`config.mk`:
```
export PLATFORM = sky130hd
export DESIGN_NAME = treeval_msg_arbiter
export DESIGN_NICKNAME = d
export VERILOG_FILES = /design/src/rtl/treeval_pkg.sv /design/src/rtl/treeval_rr_pick.sv /design/src/rtl/treeval_msg_arbiter.sv
export SDC_FILE = /design/constraint.sdc
export NUM_CORES = 1
export LEC_CHECK = 0
export BUFFER_PORTS_ARGS = -buffer_cell sky130_fd_sc_hd__buf_2
export CAP_MARGIN = 20
export CORE_AREA = 2 2 183 185
export CTS_BUF_LIST = sky130_fd_sc_hd__clkbuf_16
export DETAILED_ROUTE_END_ITERATION = 16
export DIE_AREA = 0 0 185 187
export PLACE_DENSITY = 0.47
export SYNTH_ARGS = -nofsm -noshare
export SYNTH_HDL_FRONTEND = slang
export SYNTH_SLANG_ARGS = --single-unit
```
`constraint.sdc`:
```
create_clock -name clk -period 3.2 [get_ports clk]
set_clock_uncertainty 0.2 [all_clocks]
set_input_delay 0.32 -clock clk [delete_from_list [all_inputs] [get_ports clk]]
set_output_delay 0.32 -clock clk [all_outputs]
set_load 0.05 [all_outputs]
```
`src/rtl/treeval_pkg.sv`:
```
// Shared definitions for the treeval command path: message geometry,
// command-type encodings and the arbiter session state encoding.
package treeval_pkg;

    localparam int W_MSG      = 64;
    localparam int W_CMD_TYPE = 2;

    // Command type lives in the top W_CMD_TYPE bits of every message.
    localparam logic [W_CMD_TYPE-1:0] CMD_RUN_COMPUTATION = 2'd0;
    localparam logic [W_CMD_TYPE-1:0] CMD_SET_NODE_DATA   = 2'd1;
    localparam logic [W_CMD_TYPE-1:0] CMD_SET_CONFIG_DATA = 2'd2;

    // Session states of the message arbiter.
    typedef enum logic [2:0] {
        ST_IDLE        = 3'd0,
        ST_FWD         = 3'd1,
        ST_WAIT_NEXT   = 3'd2,
        ST_WAIT_RESULT = 3'd3,
        ST_RETURN      = 3'd4
    } arb_state_t;

endpackage

```
`src/rtl/treeval_rr_pick.sv`:
```
// Combinational round-robin picker: returns the first eligible requester
// at or after rr_ptr (wrapping). Requesters flagged in guard are skipped.
module treeval_rr_pick #(
    parameter int N_REQ = 4
) (
    input  logic [N_REQ-1:0]         req,
    input  logic [$clog2(N_REQ)-1:0] rr_ptr,
    input  logic [N_REQ-1:0]         guard,
    output logic                     valid,
    output logic [$clog2(N_REQ)-1:0] idx
);

    localparam int IDX_W = $clog2(N_REQ);

    logic [N_REQ-1:0] elig_s;

    assign elig_s = req & ~guard;

    // Walk the requesters starting at rr_ptr and keep the first eligible one
    always_comb begin
        int  pos_s;
        logic hit_s;
        valid = 1'b0;
        idx   = {IDX_W{1'b0}};
        pos_s = 0;
        hit_s = 1'b0;
        for (int i = 0; i < N_REQ; i++) begin
            pos_s = int'(rr_ptr) + i;
            pos_s = (pos_s >= N_REQ) ? (pos_s - N_REQ) : pos_s;
            hit_s = elig_s[pos_s] & ~valid;
            valid = valid | hit_s;
            idx   = hit_s ? IDX_W'(pos_s) : idx;
        end
    end

endmodule

```
`src/rtl/treeval_msg_arbiter.sv`:
```
// Shares the single treeval_controller command channel among N_REQ
// requesters. A grant locks the channel to one requester for a whole
// session (config/node messages followed by a run) and the controller's
// result is routed back to that requester. Idle sessions that never issue
// a run are released after LOCK_TIMEOUT quiet cycles.
module treeval_msg_arbiter #(
    parameter int N_REQ        = 4,
    parameter int W_MSG        = treeval_pkg::W_MSG,
    parameter int LOCK_TIMEOUT = 16
) (
    input  logic                     clk,
    input  logic                     rst,
    input  logic [N_REQ-1:0]         req_msg_rdy,
    input  logic [N_REQ*W_MSG-1:0]   req_msg,
    output logic [N_REQ-1:0]         req_msg_ack,
    output logic [N_REQ-1:0]         req_out_rdy,
    output logic [W_MSG-1:0]         req_out_msg,
    input  logic [N_REQ-1:0]         req_out_ack,
    output logic                     in_msg_rdy,
    output logic [W_MSG-1:0]         in_msg,
    input  logic                     in_msg_ack,
    input  logic                     out_msg_rdy,
    input  logic [W_MSG-1:0]         out_msg,
    output logic                     out_msg_ack,
    output logic                     busy,
    output logic [$clog2(N_REQ)-1:0] owner,
    output logic                     err_orphan
);

    import treeval_pkg::*;

    localparam int IDX_W = $clog2(N_REQ);
    localparam int CNT_W = $clog2(LOCK_TIMEOUT) + 1;

    // One-hot vector with a single bit set at idx.
    function automatic logic [N_REQ-1:0] idx_onehot(input logic [IDX_W-1:0] idx);
        logic [N_REQ-1:0] vec;
        vec      = {N_REQ{1'b0}};
        vec[idx] = 1'b1;
        return vec;
    endfunction

    arb_state_t       state_r, state_nxt_s;
    logic [IDX_W-1:0] owner_r, owner_nxt_s;
    logic [IDX_W-1:0] rr_ptr_r, rr_ptr_nxt_s;
    logic [IDX_W-1:0] owner_inc_s, cap_idx_s, pick_idx_s;
    logic [CNT_W-1:0] idle_cnt_r, idle_cnt_nxt_s, idle_cnt_inc_s;
    logic [W_MSG-1:0] msg_q_r, sel_msg_s, result_r;
    logic [N_REQ-1:0] req_msg_ack_r, req_out_rdy_r;
    logic             in_msg_rdy_r, out_msg_ack_r, busy_r, err_orphan_r;
    logic             pick_valid_s, owner_rdy_s, out_take_s, timeout_hit_s;
    logic             capture_s, res_cap_s;
    logic [W_CMD_TYPE-1:0] fwd_cmd_s;

    // Requesters acked last cycle still show a stale rdy; mask them out.
    treeval_rr_pick #(
        .N_REQ (N_REQ)
    ) u_rr_pick (
        .req    (req_msg_rdy),
        .rr_ptr (rr_ptr_r),
        .guard  (req_msg_ack_r),
        .valid  (pick_valid_s),
        .idx    (pick_idx_s)
    );

    // The controller drops out_msg_rdy only after seeing our ack, so the
    // cycle with the ack high is not a new result.
    assign out_take_s     = out_msg_rdy & ~out_msg_ack_r;
    assign owner_rdy_s    = req_msg_rdy[owner_r] & ~req_msg_ack_r[owner_r];
    assign owner_inc_s    = (owner_r == IDX_W'(N_REQ - 1)) ? {IDX_W{1'b0}} : (owner_r + IDX_W'(1));
    assign idle_cnt_inc_s = (idle_cnt_r == {CNT_W{1'b1}}) ? idle_cnt_r : (idle_cnt_r + CNT_W'(1));
    assign timeout_hit_s  = (idle_cnt_inc_s >= CNT_W'(LOCK_TIMEOUT - 1));
    assign cap_idx_s      = (state_r == ST_IDLE) ? pick_idx_s : owner_r;
    assign fwd_cmd_s      = msg_q_r[W_MSG-1 -: W_CMD_TYPE];

    // Select the message slice of the requester being captured this cycle
    always_comb begin
        sel_msg_s = {W_MSG{1'b0}};
        for (int i = 0; i < N_REQ; i++) begin
            sel_msg_s = (cap_idx_s == IDX_W'(i)) ? req_msg[i*W_MSG +: W_MSG] : sel_msg_s;
        end
    end

    // Session FSM: next state, owner, round-robin pointer and idle counter
    always_comb begin
        state_nxt_s    = state_r;
        owner_nxt_s    = owner_r;
        rr_ptr_nxt_s   = rr_ptr_r;
        idle_cnt_nxt_s = idle_cnt_r;
        capture_s      = 1'b0;
        res_cap_s      = 1'b0;
        case (state_r)
            ST_IDLE: begin
                if (pick_valid_s) begin
                    owner_nxt_s = pick_idx_s;
                    capture_s   = 1'b1;
                    state_nxt_s = ST_FWD;
                end else begin
                    owner_nxt_s = {IDX_W{1'b0}};
                end
            end
            ST_FWD: begin
                if (in_msg_ack) begin
                    if (fwd_cmd_s == CMD_RUN_COMPUTATION) begin
                        state_nxt_s = ST_WAIT_RESULT;
                    end else begin
                        state_nxt_s    = ST_WAIT_NEXT;
                        idle_cnt_nxt_s = {CNT_W{1'b0}};
                    end
                end else begin
                    state_nxt_s = ST_FWD;
                end
            end
            ST_WAIT_NEXT: begin
                // A request from the owner beats a timeout in the same cycle.
                if (owner_rdy_s) begin
                    capture_s   = 1'b1;
                    state_nxt_s = ST_FWD;
                end else begin
                    idle_cnt_nxt_s = idle_cnt_inc_s;
                    if (timeout_hit_s) begin
                        state_nxt_s  = ST_IDLE;
                        rr_ptr_nxt_s = owner_inc_s;
                        owner_nxt_s  = {IDX_W{1'b0}};
                    end else begin
                        state_nxt_s = ST_WAIT_NEXT;
                    end
                end
            end
            ST_WAIT_RESULT: begin
                if (out_take_s) begin
                    res_cap_s   = 1'b1;
                    state_nxt_s = ST_RETURN;
                end else begin
                    state_nxt_s = ST_WAIT_RESULT;
                end
            end
            ST_RETURN: begin
                if (req_out_ack[owner_r]) begin
                    state_nxt_s  = ST_IDLE;
                    rr_ptr_nxt_s = owner_inc_s;
                    owner_nxt_s  = {IDX_W{1'b0}};
                end else begin
                    state_nxt_s = ST_RETURN;
                end
            end
            default: begin
                state_nxt_s = ST_IDLE;
                owner_nxt_s = {IDX_W{1'b0}};
            end
        endcase
    end

    // Session state and bookkeeping registers
    always_ff @(posedge clk) begin
        if (!rst) begin
            state_r    <= ST_IDLE;
            owner_r    <= {IDX_W{1'b0}};
            rr_ptr_r   <= {IDX_W{1'b0}};
            idle_cnt_r <= {CNT_W{1'b0}};
            msg_q_r    <= {W_MSG{1'b0}};
            result_r   <= {W_MSG{1'b0}};
        end else begin
            state_r    <= state_nxt_s;
            owner_r    <= owner_nxt_s;
            rr_ptr_r   <= rr_ptr_nxt_s;
            idle_cnt_r <= idle_cnt_nxt_s;
            msg_q_r    <= capture_s ? sel_msg_s : msg_q_r;
            result_r   <= res_cap_s ? out_msg : result_r;
        end
    end

    // Handshake and status outputs, registered from the next-state decode
    always_ff @(posedge clk) begin
        if (!rst) begin
            req_msg_ack_r <= {N_REQ{1'b0}};
            req_out_rdy_r <= {N_REQ{1'b0}};
            in_msg_rdy_r  <= 1'b0;
            out_msg_ack_r <= 1'b0;
            busy_r        <= 1'b0;
            err_orphan_r  <= 1'b0;
        end else begin
            req_msg_ack_r <= capture_s ? idx_onehot(cap_idx_s) : {N_REQ{1'b0}};
            req_out_rdy_r <= (state_nxt_s == ST_RETURN) ? idx_onehot(owner_nxt_s) : {N_REQ{1'b0}};
            in_msg_rdy_r  <= (state_nxt_s == ST_FWD);
            out_msg_ack_r <= out_take_s;
            busy_r        <= (state_nxt_s != ST_IDLE);
            err_orphan_r  <= err_orphan_r | (out_take_s & (state_r != ST_WAIT_RESULT));
        end
    end

    assign req_msg_ack = req_msg_ack_r;
    assign req_out_rdy = req_out_rdy_r;
    assign req_out_msg = result_r;
    assign in_msg_rdy  = in_msg_rdy_r;
    assign in_msg      = msg_q_r;
    assign out_msg_ack = out_msg_ack_r;
    assign busy        = busy_r;
    assign owner       = owner_r;
    assign err_orphan  = err_orphan_r;

endmodule

```
# After elaboration in Yosys (flattened, before gate mapping)
# Index checks and enable logic that the tools add are counted.
[totals]
ff_bits = 152
in_bits = 332
out_inout_bits = 142
elab_cells = 145
[classes]
n_addsub = 9
n_lt_le_gt_ge = 14
n_eq_ne = 17
muxes = 63
bitwise_logic = 17
reduce_logical = 13
[op_table]
columns = ["cell", "n"]
rows = [
  ["two-way mux 64 bit", 4],
  ["less-than comparator 32 x 4 -> 1 bit, second input constant", 4],
  ["two-way mux 32 bit", 4],
  [">= comparator 32 x 4 -> 1 bit, second input constant", 3],
  ["subtractor 32 x 4 -> 32 bit, second input constant", 3],
  ["two-way mux 2 bit", 15],
  ["two-way mux 5 bit", 4],
  ["two-way mux 1 bit", 18],
  ["case mux 3 bit (5 select lines)", 1],
  ["binary-select mux 1 bit (select 2 bit)", 7],
  ["two-way mux 3 bit", 4],
  ["inequality test 2 bit, second input constant", 5],
  ["case mux 5 bit (2 select lines)", 1],
  ["less-than comparator 2 x 3 -> 1 bit, second input constant", 3],
  ["case mux 2 bit (4 select lines)", 1],
  ["AND reduction 4 bit", 2],
  ["adder 2 x 2 -> 3 bit, second input constant", 2],
  ["AND 1 bit", 6],
  ["== test 2 bit, second input constant", 3],
  ["== test 3 x 1 -> 1 bit, second input constant", 2],
  ["== test 3 x 2 -> 1 bit, second input constant", 2],
  ["== test 3 bit, second input constant", 2],
  ["adder 5 x 1 -> 5 bit, second input constant", 1],
  ["== test 5 bit, second input constant", 1],
  ["other kinds (22)", 35],
]

# Depth between registers and ports, before layout
[logic_depth]
word_depth = 20
mapped_depth = 10
ltp_nobuf = 7

# Cells and area by module
# A second synthesis with hierarchy kept.
[unflattened]
cells_unflattened = 1011
hier_area_um2 = 7400.8
[modules_own_cells]
columns = ["mod", "n_inst", "cells_each", "area_per_inst_um2", "seq_area_each_um2"]
rows = [
  ["treeval_msg_arbiter", 1, 993, 7294.5, 3042.9],
  ["treeval_rr_pick", 1, 18, 106.4, 0.0],
]

# Least setup slack after synthesis
# Ideal clock, no wire load.
[synth_path]
path_type = "register to register"
start = "register owner_r[0] (netlist: owner[0])"
end = "register req_out_rdy_r[2] (netlist: req_out_rdy[2])"
setup_time_ns = 0.126
arrival_ns = 2.228
required_time_ns = 2.874
path_slack_ns = 0.646
path_stages_with_launch = 6
n_path_buf = 0
synth_period_minus_slack_ns = 2.554
cell_sequence = "dfxtp_1 -> mux4_2 -> or4b_4 -> o211ai_2 -> a21oi_2 -> nor3b_2"
[synth_via]
elab_chain_len = 10
word_cells_on_any_way = 22
cone_classes = "order compare (2); eq/ne (1); mux (15); bitwise (2); reduce/logical (2)"
[synth_rtl]
columns = ["element", "line_no", "text"]
rows = [
  ["from (decl)", "treeval_msg_arbiter.sv:44", "logic [IDX_W-1:0] owner_r, owner_nxt_s;"],
  ["from (signal assigned)", "treeval_msg_arbiter.sv:158", "owner_r <= {IDX_W{1'b0}};"],
  ["from (signal assigned)", "treeval_msg_arbiter.sv:165", "owner_r <= owner_nxt_s;"],
  ["binary-select mux 1 bit (select 2 bit)", "treeval_msg_arbiter.sv:69", "assign owner_rdy_s = req_msg_rdy[owner_r] & ~req_msg_ack_r[owner_r];"],
  ["two-way mux 1 bit (implied by the code)", "treeval_msg_arbiter.sv:69", ""],
  ["inverter 1 bit", "treeval_msg_arbiter.sv:69", ""],
  ["AND 1 bit", "treeval_msg_arbiter.sv:69", ""],
  ["two-way mux 2 bit", "treeval_msg_arbiter.sv:116", "if (owner_rdy_s) begin"],
  ["case mux 2 bit (4 select lines)", "treeval_msg_arbiter.sv:92", "case (state_r)"],
  ["less-than comparator 2 x 3 -> 1 bit (implied by the code) / >= comparator 2 x 1 -> 1 bit (equally long branches)", "treeval_msg_arbiter.sv:39", "vec[idx] = 1'b1;"],
  ["logical AND 1 bit (implied by the code)", "treeval_msg_arbiter.sv:39", ""],
  ["two-way mux 1 bit (implied by the code)", "treeval_msg_arbiter.sv:39", ""],
  ["demux 1 bit (select 2 bit)", "treeval_msg_arbiter.sv:39", ""],
  ["to (signal assigned)", "treeval_msg_arbiter.sv:177", "req_out_rdy_r <= {N_REQ{1'b0}};"],
  ["to (signal assigned)", "treeval_msg_arbiter.sv:184", "req_out_rdy_r <= (state_nxt_s == ST_RETURN) ? idx_onehot(owner_nxt_s) : {N_REQ{1'b0}};"],
  ["to (decl)", "treeval_msg_arbiter.sv:49", "logic [N_REQ-1:0] req_msg_ack_r, req_out_rdy_r;"],
]
# Several ways; a longest one is shown, not always the timed one. The select of a mux whose other input is x is not followed.
# A chain may end at the register's enable or synchronous reset.

# Worst setup path after layout
[layout_path]
start = "register rr_ptr_r[0]"
end = "register msg_q_r[57] (netlist: in_msg[57])"
[layout_via]
elab_chain_len = 20
word_cells_on_any_way = 51
cone_classes = "add/sub (7); order compare (4); eq/ne (3); mux (27); bitwise (9); reduce/logical (1)"
[layout_rtl]
columns = ["element", "line_no", "text"]
rows = [
  ["from (decl)", "treeval_msg_arbiter.sv:45", "logic [IDX_W-1:0] rr_ptr_r, rr_ptr_nxt_s;"],
  ["from (signal assigned)", "treeval_msg_arbiter.sv:159", "rr_ptr_r <= {IDX_W{1'b0}};"],
  ["from (signal assigned)", "treeval_msg_arbiter.sv:166", "rr_ptr_r <= rr_ptr_nxt_s;"],
  ["adder 2 x 1 -> 3 bit, or another cell as far along", "treeval_rr_pick.sv:28", "pos_s = int'(rr_ptr) + i;"],
  ["subtractor 32 x 4 -> 32 bit, or another cell as far along", "treeval_rr_pick.sv:29", "pos_s = (pos_s >= N_REQ) ? (pos_s - N_REQ) : pos_s;"],
  ["two-way mux 32 bit / binary-select mux 1 bit (select 2 bit) (equally long branches)", "treeval_rr_pick.sv:29, treeval_rr_pick.sv:30", ""],
  ["binary-select mux 1 bit (select 2 bit) / two-way mux 1 bit (equally long branches)", "treeval_rr_pick.sv:30", "hit_s = elig_s[pos_s] & ~valid;"],
  ["two-way mux 1 bit (implied by the code)", "treeval_rr_pick.sv:30", ""],
  ["two-way mux 1 bit (implied by the code) / inverter 1 bit (equally long branches)", "treeval_rr_pick.sv:30", ""],
  ["AND 1 bit", "treeval_rr_pick.sv:30", ""],
  ["OR 1 bit", "treeval_rr_pick.sv:31", "valid = valid | hit_s;"],
  ["inverter 1 bit", "treeval_rr_pick.sv:30", ""],
  ["AND 1 bit", "treeval_rr_pick.sv:30", ""],
  ["OR 1 bit", "treeval_rr_pick.sv:31", ""],
  ["inverter 1 bit", "treeval_rr_pick.sv:30", ""],
  ["AND 1 bit", "treeval_rr_pick.sv:30", ""],
  ["two-way mux 2 bit", "treeval_rr_pick.sv:32", "idx = hit_s ? IDX_W'(pos_s) : idx;"],
  ["two-way mux 2 bit", "treeval_msg_arbiter.sv:73", "assign cap_idx_s = (state_r == ST_IDLE) ? pick_idx_s : owner_r;"],
  ["logical NOT 2 bit", "treeval_msg_arbiter.sv:80", "sel_msg_s = (cap_idx_s == IDX_W'(i)) ? req_msg[i*W_MSG +: W_MSG] : sel_msg_s;"],
  ["two-way mux 64 bit (4 in a row)", "treeval_msg_arbiter.sv:80", ""],
  ["to (signal assigned)", "treeval_msg_arbiter.sv:161", "msg_q_r <= {W_MSG{1'b0}};"],
  ["to (signal assigned)", "treeval_msg_arbiter.sv:168", "msg_q_r <= capture_s ? sel_msg_s : msg_q_r;"],
  ["to (decl)", "treeval_msg_arbiter.sv:48", "logic [W_MSG-1:0] msg_q_r, sel_msg_s, result_r;"],
]
# Several ways; a longest one is shown, not always the timed one. The select of a mux whose other input is x is not followed.

==> impl_table.tex <==
\begin{tabular}{lr}
\hline
Metric & Value \\
\hline
\multicolumn{2}{l}{\textbf{Logic synthesis}} \\
\quad Yosys top cell by area & dfxtp\_1 \\
\quad Count of unique library cells instantiated by Yosys & 54 \\
\quad Sequential share of the synthesized area & 0.431 \\
\quad Number of standard cells after synthesis & 771 \\
\quad Leading post-synthesis cells by cell area & dfxtp\_1 43\%, mux2i\_1 18\%, nand2\_1 11\% \\
\quad Number of enable-type register cells in the synthesized netlist & 0 \\
\quad Number of warnings printed during yosys synthesis & 0 \\
\quad Number of flip-flops and latches in the synthesized netlist & 152 \\
\quad Proportion of register bits with asynchronous set or reset after synthesis & 0 \\
\quad Synthesized Nets & 1105 \\
\quad Area of the mapped netlist & 7050 um2 \\
\quad Mean Syn Cell Area & 9.15 um2 \\
\quad Prevailing post-synth register cell & dfxtp\_1 \\
\quad Synth top cells by count & 200 x nand2\_1, 152 x dfxtp\_1, 130 x mux2i\_1 \\
\quad Post-synth top area share & 0.431 \\
\quad Most repeated cell in the gate-level netlist after synthesis & nand2\_1 \\
\multicolumn{2}{l}{\textbf{Power and ir drop}} \\
\quad Power share of the sequential group & 0.313 \\
\quad Switching portion of total power & 0.382 \\
\quad Maximum vdd drop & 0.351 mV \\
\quad Clk network pwr share & 0.290 \\
\quad Leak & 5.91 nW \\
\quad Pwr Density & 553 nW/um2 \\
\quad Cell-internal power & 0.00453 W \\
\quad Net Switching & 0.00280 W \\
\quad Share of power burned in combinational logic & 0.397 \\
\multicolumn{2}{l}{\textbf{Clocking}} \\
\quad Count of clock tree sinks & 152 \\
\quad Clock Tree Buf Depth & 2 \\
\quad Post-CTS setup-driven buffer insertion count & 0 \\
\quad CTS buffer count & 17 \\
\quad Clock Latency Late Sink & 0.45 ns \\
\quad Root buffer cell & clkbuf\_16 \\
\quad Clock tree from TritonCTS & built \\
\quad Maximum level of the CTS H-tree & 4 \\
\quad CTS clock-pin slew for the worst setup and hold paths & 0.07 ns \\
\multicolumn{2}{l}{\textbf{Critical path}} \\
\quad Classification of the worst setup path & reg2reg \\
\quad Endpoint of the lowest-slack register-to-register path & in\_msg[57] \\
\quad Type of element capturing the critical path & register \\
\quad CP arrival & 3.14 ns \\
\quad Reg2reg setup slack & 0.18 ns \\
\quad Data required time of the worst path & 3.31 ns \\
\quad FF-to-FF path depth & 8 \\
\quad Beginning of the worst register-to-register path & rr\_ptr\_r[0] \\
\quad Crit-path max FO & 32 \\
\quad Crit start category & register \\
\multicolumn{2}{l}{\textbf{STA}} \\
\quad Unrepaired setup endpoints after global routing & no \\
\quad Tcrit/Tclk final & 0.944 \\
\quad Final hold violation count & 0 \\
\quad Pins over their slew limit & 0 \\
\quad Maximum operating frequency & 331 MHz \\
\quad Slew Limit Headroom & 0.432 \\
\quad Transition time at the pin with the least slew margin & 0.852 ns \\
\quad Final setup violation count & 0 \\
\quad Accumulated negative setup slack & 0 ns \\
\quad Minimum clock period & 3.02 ns \\
\multicolumn{2}{l}{\textbf{Worst hold path}} \\
\quad End point of the most critical hold path & in\_msg[34] \\
\quad Worst Hold Class & in2reg \\
\quad Hold Startpoint & req\_msg[98] \\
\quad Number of instances on the worst hold path & 3 \\
\multicolumn{2}{l}{\textbf{Floorplanning}} \\
\quad Top-level I/O count & 474 \\
\quad Core ar. & 32900 um2 \\
\quad Row cnt & 67 \\
\quad Vert. Die Dim & 187 um \\
\quad Starting density of the core & 0.215 \\
\quad Die footprint & 34600 um2 \\
\quad Die outline width & 185 um \\
\multicolumn{2}{l}{\textbf{Finish}} \\
\quad Area growth, synth to finish & 87.8\% \\
\quad Share of cells above drive strength 1 & 0.371 \\
\quad Fin util & 0.403 \\
\quad Final-stage net count & 1835 \\
\quad Fillers & 3286 \\
\quad Cell Count, Final, Fillers Out & 1963 \\
\multicolumn{2}{l}{\textbf{Placed design}} \\
\quad Detailed placement HPWL & 21900 um \\
\quad Count of input and output buffers & 473 \\
\quad Final RePlAce weighted congestion & 0.900 \\
\quad Number of placed instances with taps included & 1665 \\
\multicolumn{2}{l}{\textbf{Drt}} \\
\quad Ratio of routed vias to standard cells & 4.46 \\
\quad Metal2 WL & 16100 um \\
\quad Iteration-0 DRC Markers & 294 \\
\quad Routed metal-1 wirelength & 12600 um \\
\quad DRT Wirelength & 32600 um \\
\quad Met3 wire len & 2540 um \\
\quad Post-detailed-route wirelength per cell & 16.6 um \\
\quad Drc violations & 0 \\
\quad Detailed-route via count & 8748 \\
\quad First-pass DRT Iterations & 5 \\
\quad Top Metal Used & met4 \\
\quad Number of antenna-violating nets in the routed design & 0 \\
\multicolumn{2}{l}{\textbf{Global routing}} \\
\quad Overall fraction of global-route tracks in use & 0.178 \\
\quad Largest net degree at the start of global routing & 75 \\
\quad Global-route wire length before repair & 47800 um \\
\quad Vias in the first global route & 8947 \\
\quad Number of antenna violations at the first check in global routing & 1 \\
\quad Residual overflow from global routing & 0 \\
\multicolumn{2}{l}{\textbf{Outcome}} \\
\quad Outcome & finished, final reports clean \\
\multicolumn{2}{l}{\textbf{Run}} \\
\quad Max-Cap Viols & 0 \\
\hline
\end{tabular}
[cell families after synthesis]
group | Yosys count | share of synthesized area
compound gates | 166 | 0.165
xor+xnor | 1 | 0.00124
fa+ha+maj | 2 | 0.00355
buf+inv | 65 | 0.0532
flops | 152 | 0.431
mux | 132 | 0.191
simple gates | 253 | 0.155
[metrics by stage]
stage / worst slack [ns] / power (W) / hold WS, ns / area, um2
2_1_floorplan: 0.646 / 0.00398 / 0.232 / 7050
3_3_place_gp: 0.420 / 0.00474 / 0.239 / 9970
3_5_place_dp: 0.388 / 0.00475 / 0.241 / 9970
4_1_cts: 0.0584 / 0.00733 / 0.0000529 / 13200
6_report: 0.178 / 0.00733 / 0.0112 / 13200
5_1_grt: 0.0393 / 0.00765 / 0.00884 / 13200
[flip-flops by register name, summed over array words and instances, names as in the netlist]
register     cells
busy             1
err_orphan       1
idle_cnt_r       5
in_msg          64
in_msg_rdy       1
out_msg_ack      1
owner            2
req_msg_ack      4
req_out_msg     64
req_out_rdy      4
rr_ptr_r         2
state_r          3
[power by group through the flow]
stage          logic (W)  registers (W)  clock network (W)
3_3_place_gp     0.00242        0.00232                  0
2_1_floorplan   0.000878        0.00311                  0
5_1_grt          0.00306        0.00232            0.00227
3_5_place_dp     0.00242        0.00233                  0
4_1_cts          0.00285        0.00229            0.00219
6_report         0.00291        0.00229            0.00213
[placed cells by master (no fill, tap or decap), types with 16 or more instances in the layout]
master         instances
a21oi_1               74
buf_2                473
buf_4                 25
clkbuf_16             17
dfxtp_1              151
dlygate4sd3_1        263
mux2i_1              130
nand2_1              200
nor2_1                16
o221ai_1              64
[worst max-delay path by stage]
stage,start,cells after the start,to
after floorplan,owner[0],5,req_out_rdy[2]
after global placement,req_msg_rdy[2],8,in_msg[15]
after detailed placement,req_msg_rdy[2],8,in_msg[15]
after CTS,state_r[1],7,in_msg[6]
after global routing,rr_ptr_r[0],8,in_msg[18]
final,rr_ptr_r[0],8,in_msg[57]
[per-layer routing]
metal / vias to the layer above / global-route usage
li1: 4228 / -
met2: 378 / 0.313
met3: 70 / 0.0541
met4: 0 / 0.0919
met1: 4072 / 0.191
met5: - / 0
[repair_timing]
item | 4_1_cts | 5_1_grt
setup endpoints to repair | 0 | 32
resized for setup | 0 | 5
hold buffers | 263 | 0
endpoints found under the hold margin | 128 | 0
[final cells by class]
class                   instances  area [um2]  area share
well taps                     448         561      0.0423
inverters                       6        22.5     0.00170
diodes                          1        2.50    0.000189
flip-flops and latches        152        3040       0.230
repair buffers                768        5330       0.402
clock inverters                15         176      0.0133
clock buffers                  17         425      0.0321
multi-input cells             556        3690       0.278
[critical path, stage by stage, from the launching register on]
cell	delay, ns
dfxtp_1	0.35
nor3b_1	0.31
a311oi_1	0.14
nor3_4	0.35
a21o_4	0.30
buf_12	0.28
mux2i_1	0.22
dlygate4sd3_1	0.57
o221ai_1	0.14
Power figures use the tool's default switching activity.
